==> src/rtl/bsg_gateway_run_ctrl_pkg.sv <==
// Shared types for the gateway run sequencer: FSM states, failure codes and
// a width helper that never returns zero.
package bsg_gateway_run_ctrl_pkg;

    localparam int fail_code_width_gp = 2;

    typedef enum logic [2:0] {
        IDLE,
        WAIT_CALIB,
        SETTLE,
        ENABLE,
        RUN,
        DONE
    } state_e;

    typedef enum logic [fail_code_width_gp-1:0] {
        e_fail_none,
        e_fail_node,
        e_fail_timeout,
        e_fail_calib
    } fail_code_e;

    function automatic int safe_clog2(input int n);
        return (n <= 1) ? 1 : $clog2(n);
    endfunction

endpackage

==> src/rtl/bsg_gateway_run_ctrl_timer.sv <==
// Clear/enable up-counter with a terminal-count compare.
// It saturates at all-ones instead of wrapping.
module bsg_gateway_run_ctrl_timer #(
    parameter int width_p = 32
) (
    input  logic               clk_i,
    input  logic               reset_n_i,
    input  logic               clear_i,
    input  logic               en_i,
    input  logic [width_p-1:0] limit_i,
    output logic [width_p-1:0] count_o,
    output logic               tc_o
);

    always_ff @(posedge clk_i or negedge reset_n_i) begin
        if (!reset_n_i)
            count_o <= '0;
        else if (clear_i)
            count_o <= '0;
        else if (en_i && (count_o != {width_p{1'b1}}))
            count_o <= count_o + width_p'(1);
    end

    assign tc_o = (count_o == limit_i);

endmodule

==> src/rtl/bsg_gateway_run_ctrl.sv <==
// Gateway comm-link bring-up sequencer: calib wait, settle, staggered node
// enables, then a watched run that ends in a sticky pass/fail verdict.
module bsg_gateway_run_ctrl
    import bsg_gateway_run_ctrl_pkg::*;
#(
    parameter int nodes_p          = 1,
    parameter int settle_cycles_p  = 64,
    parameter int stagger_cycles_p = 16,
    parameter int timeout_cycles_p = 1 << 20,
    parameter int ctr_width_p      = 32
) (
    input  logic                             core_clk_i,
    input  logic                             async_reset_n_i,
    input  logic                             start_i,
    input  logic                             core_calib_reset_i,
    input  logic [nodes_p-1:0]               node_done_i,
    input  logic [nodes_p-1:0]               node_error_i,
    output logic [nodes_p-1:0]               node_enable_o,
    output logic                             run_active_o,
    output logic                             pass_o,
    output logic                             fail_o,
    output logic [fail_code_width_gp-1:0]    fail_code_o,
    output logic [safe_clog2(nodes_p)-1:0]   fail_node_o,
    output logic [ctr_width_p-1:0]           elapsed_o
);

    localparam int node_width_lp = safe_clog2(nodes_p);

    state_e                   state_r, state_n;
    logic [nodes_p-1:0]       enable_r, enable_n, next_enable;
    logic [nodes_p-1:0]       done_seen_r, done_seen_n;
    logic                     pass_r, pass_n, fail_r, fail_n;
    fail_code_e               code_r, code_n;
    logic [node_width_lp-1:0] node_r, node_n, err_idx;
    logic                     run_active_r;

    logic                     step_clear, step_en, step_tc, settle_done;
    logic [ctr_width_p-1:0]   step_count;
    logic                     run_clear, run_en, run_tc;
    logic [ctr_width_p-1:0]   run_count;

    // One counter paces both the settle window and the enable stagger.
    bsg_gateway_run_ctrl_timer #(.width_p(ctr_width_p)) step_timer (
        .clk_i     (core_clk_i),
        .reset_n_i (async_reset_n_i),
        .clear_i   (step_clear),
        .en_i      (step_en),
        .limit_i   (ctr_width_p'(stagger_cycles_p - 1)),
        .count_o   (step_count),
        .tc_o      (step_tc)
    );

    bsg_gateway_run_ctrl_timer #(.width_p(ctr_width_p)) run_timer (
        .clk_i     (core_clk_i),
        .reset_n_i (async_reset_n_i),
        .clear_i   (run_clear),
        .en_i      (run_en),
        .limit_i   (ctr_width_p'(timeout_cycles_p - 1)),
        .count_o   (run_count),
        .tc_o      (run_tc)
    );

    assign settle_done = (step_count == ctr_width_p'(settle_cycles_p - 1));
    assign next_enable = (enable_r << 1) | nodes_p'(1);

    always_comb begin
        err_idx = '0;
        for (int k = nodes_p - 1; k >= 0; k--)
            if (node_error_i[k])
                err_idx = node_width_lp'(k);
    end

    always_comb begin
        state_n     = state_r;
        enable_n    = enable_r;
        done_seen_n = done_seen_r;
        pass_n      = pass_r;
        fail_n      = fail_r;
        code_n      = code_r;
        node_n      = node_r;
        step_clear  = 1'b0;
        step_en     = 1'b0;
        run_clear   = 1'b0;
        run_en      = 1'b0;

        case (state_r)
            IDLE: begin
                if (start_i)
                    state_n = WAIT_CALIB;
            end
            WAIT_CALIB: begin
                if (!core_calib_reset_i) begin
                    state_n    = SETTLE;
                    step_clear = 1'b1;
                end
            end
            SETTLE: begin
                if (core_calib_reset_i) begin
                    state_n = DONE;
                    fail_n  = 1'b1;
                    code_n  = e_fail_calib;
                end else if (settle_done) begin
                    state_n    = ENABLE;
                    enable_n   = next_enable;
                    step_clear = 1'b1;
                end else begin
                    step_en = 1'b1;
                end
            end
            ENABLE: begin
                // Node errors are not trusted yet, but done is already collected.
                done_seen_n = done_seen_r | node_done_i;
                if (core_calib_reset_i) begin
                    state_n = DONE;
                    fail_n  = 1'b1;
                    code_n  = e_fail_calib;
                end else if (&enable_r) begin
                    state_n   = RUN;
                    run_clear = 1'b1;
                end else if (step_tc) begin
                    enable_n   = next_enable;
                    step_clear = 1'b1;
                end else begin
                    step_en = 1'b1;
                end
            end
            RUN: begin
                done_seen_n = done_seen_r | node_done_i;
                if (core_calib_reset_i) begin
                    state_n = DONE;
                    fail_n  = 1'b1;
                    code_n  = e_fail_calib;
                end else if (|node_error_i) begin
                    state_n = DONE;
                    fail_n  = 1'b1;
                    code_n  = e_fail_node;
                    node_n  = err_idx;
                end else if (&done_seen_r) begin
                    state_n = DONE;
                    pass_n  = 1'b1;
                end else if (run_tc) begin
                    state_n = DONE;
                    fail_n  = 1'b1;
                    code_n  = e_fail_timeout;
                end else begin
                    run_en = 1'b1;
                end
            end
            DONE: begin
                if (start_i) begin
                    state_n     = WAIT_CALIB;
                    pass_n      = 1'b0;
                    fail_n      = 1'b0;
                    code_n      = e_fail_none;
                    node_n      = '0;
                    done_seen_n = '0;
                end
            end
            default: state_n = IDLE;
        endcase

        if (state_n == DONE)
            enable_n = '0;
    end

    always_ff @(posedge core_clk_i or negedge async_reset_n_i) begin
        if (!async_reset_n_i) begin
            state_r      <= IDLE;
            enable_r     <= '0;
            done_seen_r  <= '0;
            pass_r       <= 1'b0;
            fail_r       <= 1'b0;
            code_r       <= e_fail_none;
            node_r       <= '0;
            run_active_r <= 1'b0;
        end else begin
            state_r      <= state_n;
            enable_r     <= enable_n;
            done_seen_r  <= done_seen_n;
            pass_r       <= pass_n;
            fail_r       <= fail_n;
            code_r       <= code_n;
            node_r       <= node_n;
            run_active_r <= (state_n == SETTLE) || (state_n == ENABLE) || (state_n == RUN);
        end
    end

    assign node_enable_o = enable_r;
    assign run_active_o  = run_active_r;
    assign pass_o        = pass_r;
    assign fail_o        = fail_r;
    assign fail_code_o   = code_r;
    assign fail_node_o   = node_r;
    assign elapsed_o     = run_count;

endmodule

==> config.mk <==
export PLATFORM = sky130hd
export DESIGN_NAME = bsg_gateway_run_ctrl
export DESIGN_NICKNAME = d
export VERILOG_FILES = /design/src/rtl/bsg_gateway_run_ctrl_pkg.sv /design/src/rtl/bsg_gateway_run_ctrl_timer.sv /design/src/rtl/bsg_gateway_run_ctrl.sv
export SDC_FILE = /design/constraint.sdc
export NUM_CORES = 1
export LEC_CHECK = 0
export BUFFER_PORTS_ARGS = -buffer_cell sky130_fd_sc_hd__clkbuf_2
export CORE_ASPECT_RATIO = 1.5
export CORE_UTILIZATION = 40
export CTS_CLUSTER_SIZE = 12
export DETAILED_ROUTE_END_ITERATION = 16
export PLACE_DENSITY = 0.69
export SYNTH_ARGS = -nofsm -noshare
export SYNTH_HDL_FRONTEND = slang
export SYNTH_SLANG_ARGS = --single-unit
==> constraint.sdc <==
create_clock -name core_clk_i -period 3.1 [get_ports core_clk_i]
set_clock_uncertainty 0.15 [all_clocks]
set_input_delay 0.155 -clock core_clk_i [delete_from_list [all_inputs] [get_ports core_clk_i]]
set_output_delay 0.155 -clock core_clk_i [all_outputs]
set_load 0.005 [all_outputs]
==> results of run 1 <==
-- where the power goes --
group	switching (mW)	internal [mW]	total, mW
combinational	0.293	0.178	0.470
clock	0.400	0.687	1.09
sequential	0.108	1.04	1.15
total	0.801	1.91	2.71
-- metrics by stage --
stage | instance area, µm² | total power [mW] | instances | util
4_1_cts | 4940 | 2.72 | 673 | 0.482
2_1_floorplan | 4260 | 1.48 | 492 | -
5_1_grt | 4940 | 2.85 | 673 | 0.482
3_5_place_dp | 4600 | 1.63 | 655 | 0.449
3_3_place_gp | 4600 | 1.61 | 655 | 0.449
6_report | 4940 | 2.71 | 673 | 0.482
-- sequential cells by signal (all words and copies together), names as in the netlist --
name / flops
step_timer.count_o: 32
fail_o: 1
state_r: 3
pass_o: 1
run_timer.count_o: 32
node_enable_o: 1
fail_code_o: 2
run_active_o: 1
done_seen_r: 1
-- worst paths after layout --
| check | from | to | slack (ns) |
|---|---|---|---|
| hold reg to reg | fail_o | fail_o | 0.34 |
| setup / recovery | step_timer.count_o[0] | step_timer.count_o[9] | 0.37 |
| hold / removal | node_done_i | done_seen_r | 0.02 |
| max in group asynchronous | async_reset_n_i | done_seen_r | 1.83 |
| min in group asynchronous | async_reset_n_i | run_timer.count_o[4] | 0.34 |
| setup reg to reg | step_timer.count_o[0] | step_timer.count_o[9] | 0.37 |
-- cell usage after synthesis, types with 11 or more instances --
library cell	number	area share
nand4_1	25	0.037
dfrtp_1	74	0.43
and3_1	20	0.029
nor2_1	38	0.033
nand3_1	24	0.028
or4_1	11	0.019
nand2_1	33	0.029
xnor2_1	19	0.039
or3_1	25	0.037
a21oi_1	50	0.059
nor4_1	15	0.022
clkbuf_1	23	0.020
o21ai_0	37	0.043
-- area by class of cell --
cell class,instances,area share
Multi-Input combinational cell,377,0.451
Sequential cell,74,0.375
Timing Repair Buffer,56,0.0674
Clock buffer,12,0.0540
Tap cell,141,0.0357
Clock inverter,4,0.00988
Inverter,9,0.00684
-- per-layer routing --
layer	wire, µm	global-route usage	up-vias	part of all wire
met5	0	0	-	0
met4	344	0.103	0	0.032
met3	356	0.0411	27	0.033
met2	5610	0.355	106	0.52
met1	4380	0.238	1960	0.41
li1	-	-	1910	-
-- timing repair --
item | in CTS | in global routing
hold endpoints to repair | 75 | 0
hold buffers | 2 | 0
buffers inserted | 0 | 0
-- kinds of logic after synthesis --
| group | share of synthesized area |
|---|---|
| DFF | 0.435 |
| and+or+nand+nor | 0.299 |
| buffers and inverters | 0.0426 |
| muxes | 0.00705 |
| adders and majority gates | 0.00587 |
| AOI/OAI and AO/OA | 0.166 |
| other | 0.000880 |
| xor gates and xnor gates | 0.0432 |
-- worst reg2reg max path: cells and delay by family (launching register included) --
family / cells / cell delay (ns)
compound gates: 1 / 0.16
simple gates: 5 / 1.46
fa+ha+maj: 1 / 0.25
buf+inv: 1 / 0.22
flops: 1 / 0.41
==> key figures, run 1 <==
Critical path
  – Worst path depth: 8
  – Crit path cell chain: ha_1 -> and3_1 -> nand4_1 -> nor3_1 -> or4b_1 -> buf_12 -> or4_1 -> a21oi_1
  – Crit end category: register
  – Worst setup SP type: register
  – Worst path max stage delay: 0.57 ns
  – Critical setup path kind: register to register
  – Critical Path Slowest Stage Cell: or4b_1
  – Buf+Inv Stages, Crit Path: 1
  – Cells on worst reg2reg path: 8
  – Max FO, Critical Path: 59
  – Cell family with most CP delay: simple AND/OR/NAND/NOR gates
  – Worst path arrival time: 2.84 ns
  – Required @ worst endpoint: 3.21 ns

Yosys
  – Post-synthesis cell type count: 53
  – Post-synthesis average cell area: 8.66 µm²
  – Cell Area, Synth: 4260 µm²
  – YS warnings: 0
  – Yosys reg bits: 74
  – Asr flop ratio synth: 1.00
  – EDFF count, synth: 0
  – Seq/Total Area, Yosys: 0.435
  – Main flop type after synthesis: dfrtp_1
  – Mapped Nets: 500
  – Cell count after synthesis: 492

Layout
  – Share of cells above drive strength 1: 0.143
  – Most frequent cells in the layout: dfrtp_1 (74), a21oi_1 (50), clkbuf_2 (42), nor2_1 (38), o21ai_0 (37)
  – Sequential Area: around 1900 µm²
  – Commonest non-fill, non-tap cell in the layout: dfrtp_1
  – # diodes: 0
  – Fill count: 984
  – Multi-input gate area: 2230 µm²
  – P&R area growth vs syn: 15.9%
  – Final #Nets: approximately 540

GRT
  – Vias in the first global route: 3892
  – First-pass GRT wire length: between 15000 and 20000 µm
  – Initial antenna violation count: 0
  – Largest net degree at the start of global routing: 75
  – GRT Util Overall: 0.205
  – Gr ovfl total: 0

Routing
  – First drt pass iteration count: 5
  – Post-route ant nets: 0
  – DRC viols: 0
  – Routed len/inst: 15.9 µm
  – Vias: 4003
  – Final WL: around 11000 µm
  – DR vias/cell: slightly below 6
  – Starting DRT DRC Count: about 230

Floorplanning
  – Die W: 86.3 µm
  – Die ar.: between 10000 and 15000 µm²
  – Number of top-level pins: 45
  – Initial cell density of the core: 0.416
  – Num rows: 45
  – Die Ht: 128 µm
  – Core outline area: roughly 10000 µm²

Placement
  – Final HPWL DP: 7520 µm
  – GP Congestion: between 0.8 and 0.9
  – Port Buf Inserts: 43
  – Worst slack, placed: 0.398 ns

Status
  – Status: completed

STA
  – Worst-Margin Slew: approximately 0.93 ns
  – Hold Vio Cnt, Final: 0
  – Final setup viols: 0
  – Final worst-path setup slack: 0.371 ns
  – RSZ-0062 raised after global routing: false
  – Max Fclk: 366 MHz
  – Crit path time final: 2.73 ns
  – Slew Viols, Final: 0
  – Part of the cycle the worst path needs: 0.880
  – Setup_tns: 0 ns
  – Hold slack: 0.0205 ns
  – Slew headroom: 0.378

Clock tree
  – TritonCTS Sinks: 74
  – Reg clk slew, reported paths: 0.06 ns
  – Clock latency on the worst-skew pair: 0.33 ns
  – CTS root buffer: clkbuf_16
  – Longest Clk Path Bufs: 2
  – Post-cts sizing count: 0
  – CTS tree: built
  – Clock H-tree levels: 3
  – Num CTS Buffers: 9

Pwr
  – Cell area power density: 548 nW/µm²
  – Leak: 2.14 nW
  – Peak supply drop: 0.252 mV

Flow run
  – Max-Cap Viols: 0

Worst hold path
  – Min-delay worst type: input pin to register
  – Hold-critical path depth: 3
Note: power is estimated with default switching activity, not from simulation.
==> run 2, diff against run 1 <==
Settings changed: CORE_MARGIN set to 3.
==> run 2 against run 1 <==
Fmax decreased by 2.1%; flip-flop and latch count unchanged; sequential power about the same; critical path depth decreased by 3; power decreased by 6.9%.
==> key figures, run 2 (same netlist as run 1, synthesis figures left out) <==
Floorplanning
  – Initial cell density of the core: 0.416 (unchanged)
  – Number of top-level pins: 45 (unchanged)
  – Core outline area: 10200 µm² (unchanged)
  – Num rows: 45 (unchanged)
  – Die ar.: 12000 µm² (+7.9%)
  – Die Ht: 132 µm (+3.1%)
  – Die W: 90.3 µm (+4.6%)

GRT
  – Gr ovfl total: 0 (unchanged)
  – Vias in the first global route: 3906 (+0.36%)
  – First-pass GRT wire length: 18200 µm (+0.57%)
  – GRT Util Overall: 0.184 (-0.0208)
  – Initial antenna violation count: 0 (unchanged)
  – Largest net degree at the start of global routing: 75 (unchanged)

Critical path
  – Reg-to-reg endpoint: run_timer.count_o[27]
  – Cell family with most CP delay: simple AND/OR/NAND/NOR gates
  – Critical Path Slowest Stage Cell: or4_1
  – Most used cell, CP: or4_1
  – Required @ worst endpoint: 3.23 ns (+0.02 ns)
  – R2r setup slk: 0.31 ns (-0.06 ns)
  – Worst path max stage delay: 0.58 ns (about the same)
  – Max FO, Critical Path: 12 (-80%)
  – Worst path arrival time: 2.91 ns (+0.07 ns)
  – Buf+Inv Stages, Crit Path: 0 (-1)
  – Crit path cell chain: or3b_1 -> or3_1 -> or4_1 -> or4_1 -> nand2_1
  – Cells on worst reg2reg path: 5 (-3)
  – Critical setup path kind: register to register
  – Critical R2R Launch: state_r[1]
  – Worst setup SP type: register
  – Crit end category: register

Clock tree
  – Clock H-tree levels: 3 (unchanged)
  – TritonCTS Sinks: 74 (unchanged)
  – CTS tree: built
  – Num CTS Buffers: 9 (unchanged)
  – Clock latency on the worst-skew pair: 0.34 ns (about the same)
  – Reg clk slew, reported paths: 0.05 ns (about the same)
  – CTS root buffer: clkbuf_16
  – Longest Clk Path Bufs: 2 (unchanged)
  – Total setup buffers inserted after CTS: 0 (unchanged)

Placement
  – Final HPWL DP: 7620 µm (+1.4%)
  – Worst slack, placed: 0.370 ns (-0.0275 ns)
  – Port Buf Inserts: 43 (unchanged)
  – Placed cell count: 657 (+0.31%)
  – DP Area: 4620 µm² (+0.33%)
  – GP Congestion: 0.905 (+7.1%)

Routing
  – Vias: 3979 (-0.60%)
  – Starting DRT DRC Count: 204 (-12%)
  – DRC viols: 0 (unchanged)
  – Routed len/inst: 15.9 µm (-0.18%)
  – Final WL: 10700 µm (-0.33%)
  – Post-route ant nets: 0 (unchanged)
  – DR vias/cell: 5.92 (-0.45%)
  – First drt pass iteration count: 5 (unchanged)

Layout
  – Final #Nets: 537 (+0.37%)
  – # diodes: 0 (unchanged)
  – Post-route cell area: 4880 µm² (-1.2%)
  – Commonest non-fill, non-tap cell in the layout: dfrtp_1
  – Fin cells: 672 (-0.15%)
  – P&R area growth vs syn: 14.5%
  – Share of cells above drive strength 1: 0.136 (-0.00726)
  – Most frequent cells in the layout: dfrtp_1 (74), a21oi_1 (50), clkbuf_2 (42), nor2_1 (38), o21ai_0 (37)
  – Top flop regs: run_timer.count_o x32, step_timer.count_o x32, state_r x3

Worst hold path
  – Hold-critical path depth: 3 (unchanged)
  – Hold endpoint: done_seen_r
  – Hold Crit Start: node_done_i
  – Min-delay worst type: input pin to register

STA
  – Slew headroom: 0.370 (-0.00787)
  – Max Fclk: 359 MHz (-2.1%)
  – Worst-Margin Slew: 0.945 ns (+0.0118 ns)
  – Hold Vio Cnt, Final: 0 (unchanged)
  – Final setup viols: 0 (unchanged)
  – Final worst-path setup slack: 0.313 ns (-0.0572 ns)
  – RSZ-0062 raised after global routing: false
  – Slew Viols, Final: 0 (unchanged)
  – Part of the cycle the worst path needs: 0.899 (+0.0184)
  – Setup_tns: 0 ns (unchanged)
  – Crit path time final: 2.79 ns (+0.0572 ns)

Pwr
  – Final Power: 2.52 mW (-6.9%)
  – Cell area power density: 516 nW/µm² (-5.8%)
  – Leak: 2.11 nW (-1.3%)
  – Peak supply drop: 0.283 mV (+12%)

Flow run
  – Max-Cap Viols: 0 (unchanged)

Status
  – Status: completed
[run 2: cell types whose count changed in the layout (fill, tap and decap cells not counted), sizes merged]
cell | before | now
buf | 12 | 14
bufinv | 1 | 0
clkinv | 3 | 1
[run 2: stage by stage]
stage	util	hold WS, ns
after global routing	0.476	0.0239
after CTS	0.476	0.00218
final	0.476	0.00127
after detailed placement	0.451	0.210
after floorplan	-	-0.291
after global placement	0.451	0.209
[run 2: what timing repair did]
| item | CTS | global route |
|---|---|---|
| gates resized for setup | 0 | 0 |
| hold buffers | 2 | 0 |
| endpoints found under the hold margin | 75 | 0 |
[run 2: worst max path at each step]
stage,start,to,slack (ns),cells after the start
final,state_r[1],run_timer.count_o[27],0.31,5
after global routing,state_r[1],run_timer.count_o[27],0.21,5
after CTS,state_r[1],run_timer.count_o[27],0.35,5
after detailed placement,step_timer.count_o[0],step_timer.count_o[9],0.37,8
after global placement,state_r[1],run_timer.count_o[27],0.42,5
after floorplan,state_r[0],run_timer.count_o[27],0.47,8
[run 2: area by class of cell]
| class | count | area [µm²] |
|---|---|---|
| tap | 141 | 176 |
| timing repair buffer | 58 | 348 |
| multi-input combinational | 377 | 2230 |
| clock inverter | 1 | 5.00 |
| sequential | 74 | 1850 |
| clock buffer | 12 | 236 |
| fill | 1007 | 5370 |
| inverter | 9 | 33.8 |
[run 2: report_power, final]
part           internal [mW]  switching (mW)  leakage, nW
Combinational          0.184           0.299        0.999
Sequential              1.04           0.102        0.997
Clock                  0.527           0.367        0.118
Total                   1.75           0.768         2.11
[run 2: routing by layer]
metal,global-route usage,vias up,share of wire
met2,0.345,104,0.54
met4,0.102,0,0.032
li1,-,1912,-
met3,0.0222,29,0.036
met1,0.197,1934,0.40
met5,0,-,0
[run 2: tightest hold or removal path, stage by stage]
cell      delay [ns]
clkbuf_2        0.09
a21oi_1         0.06
o211ai_1        0.14
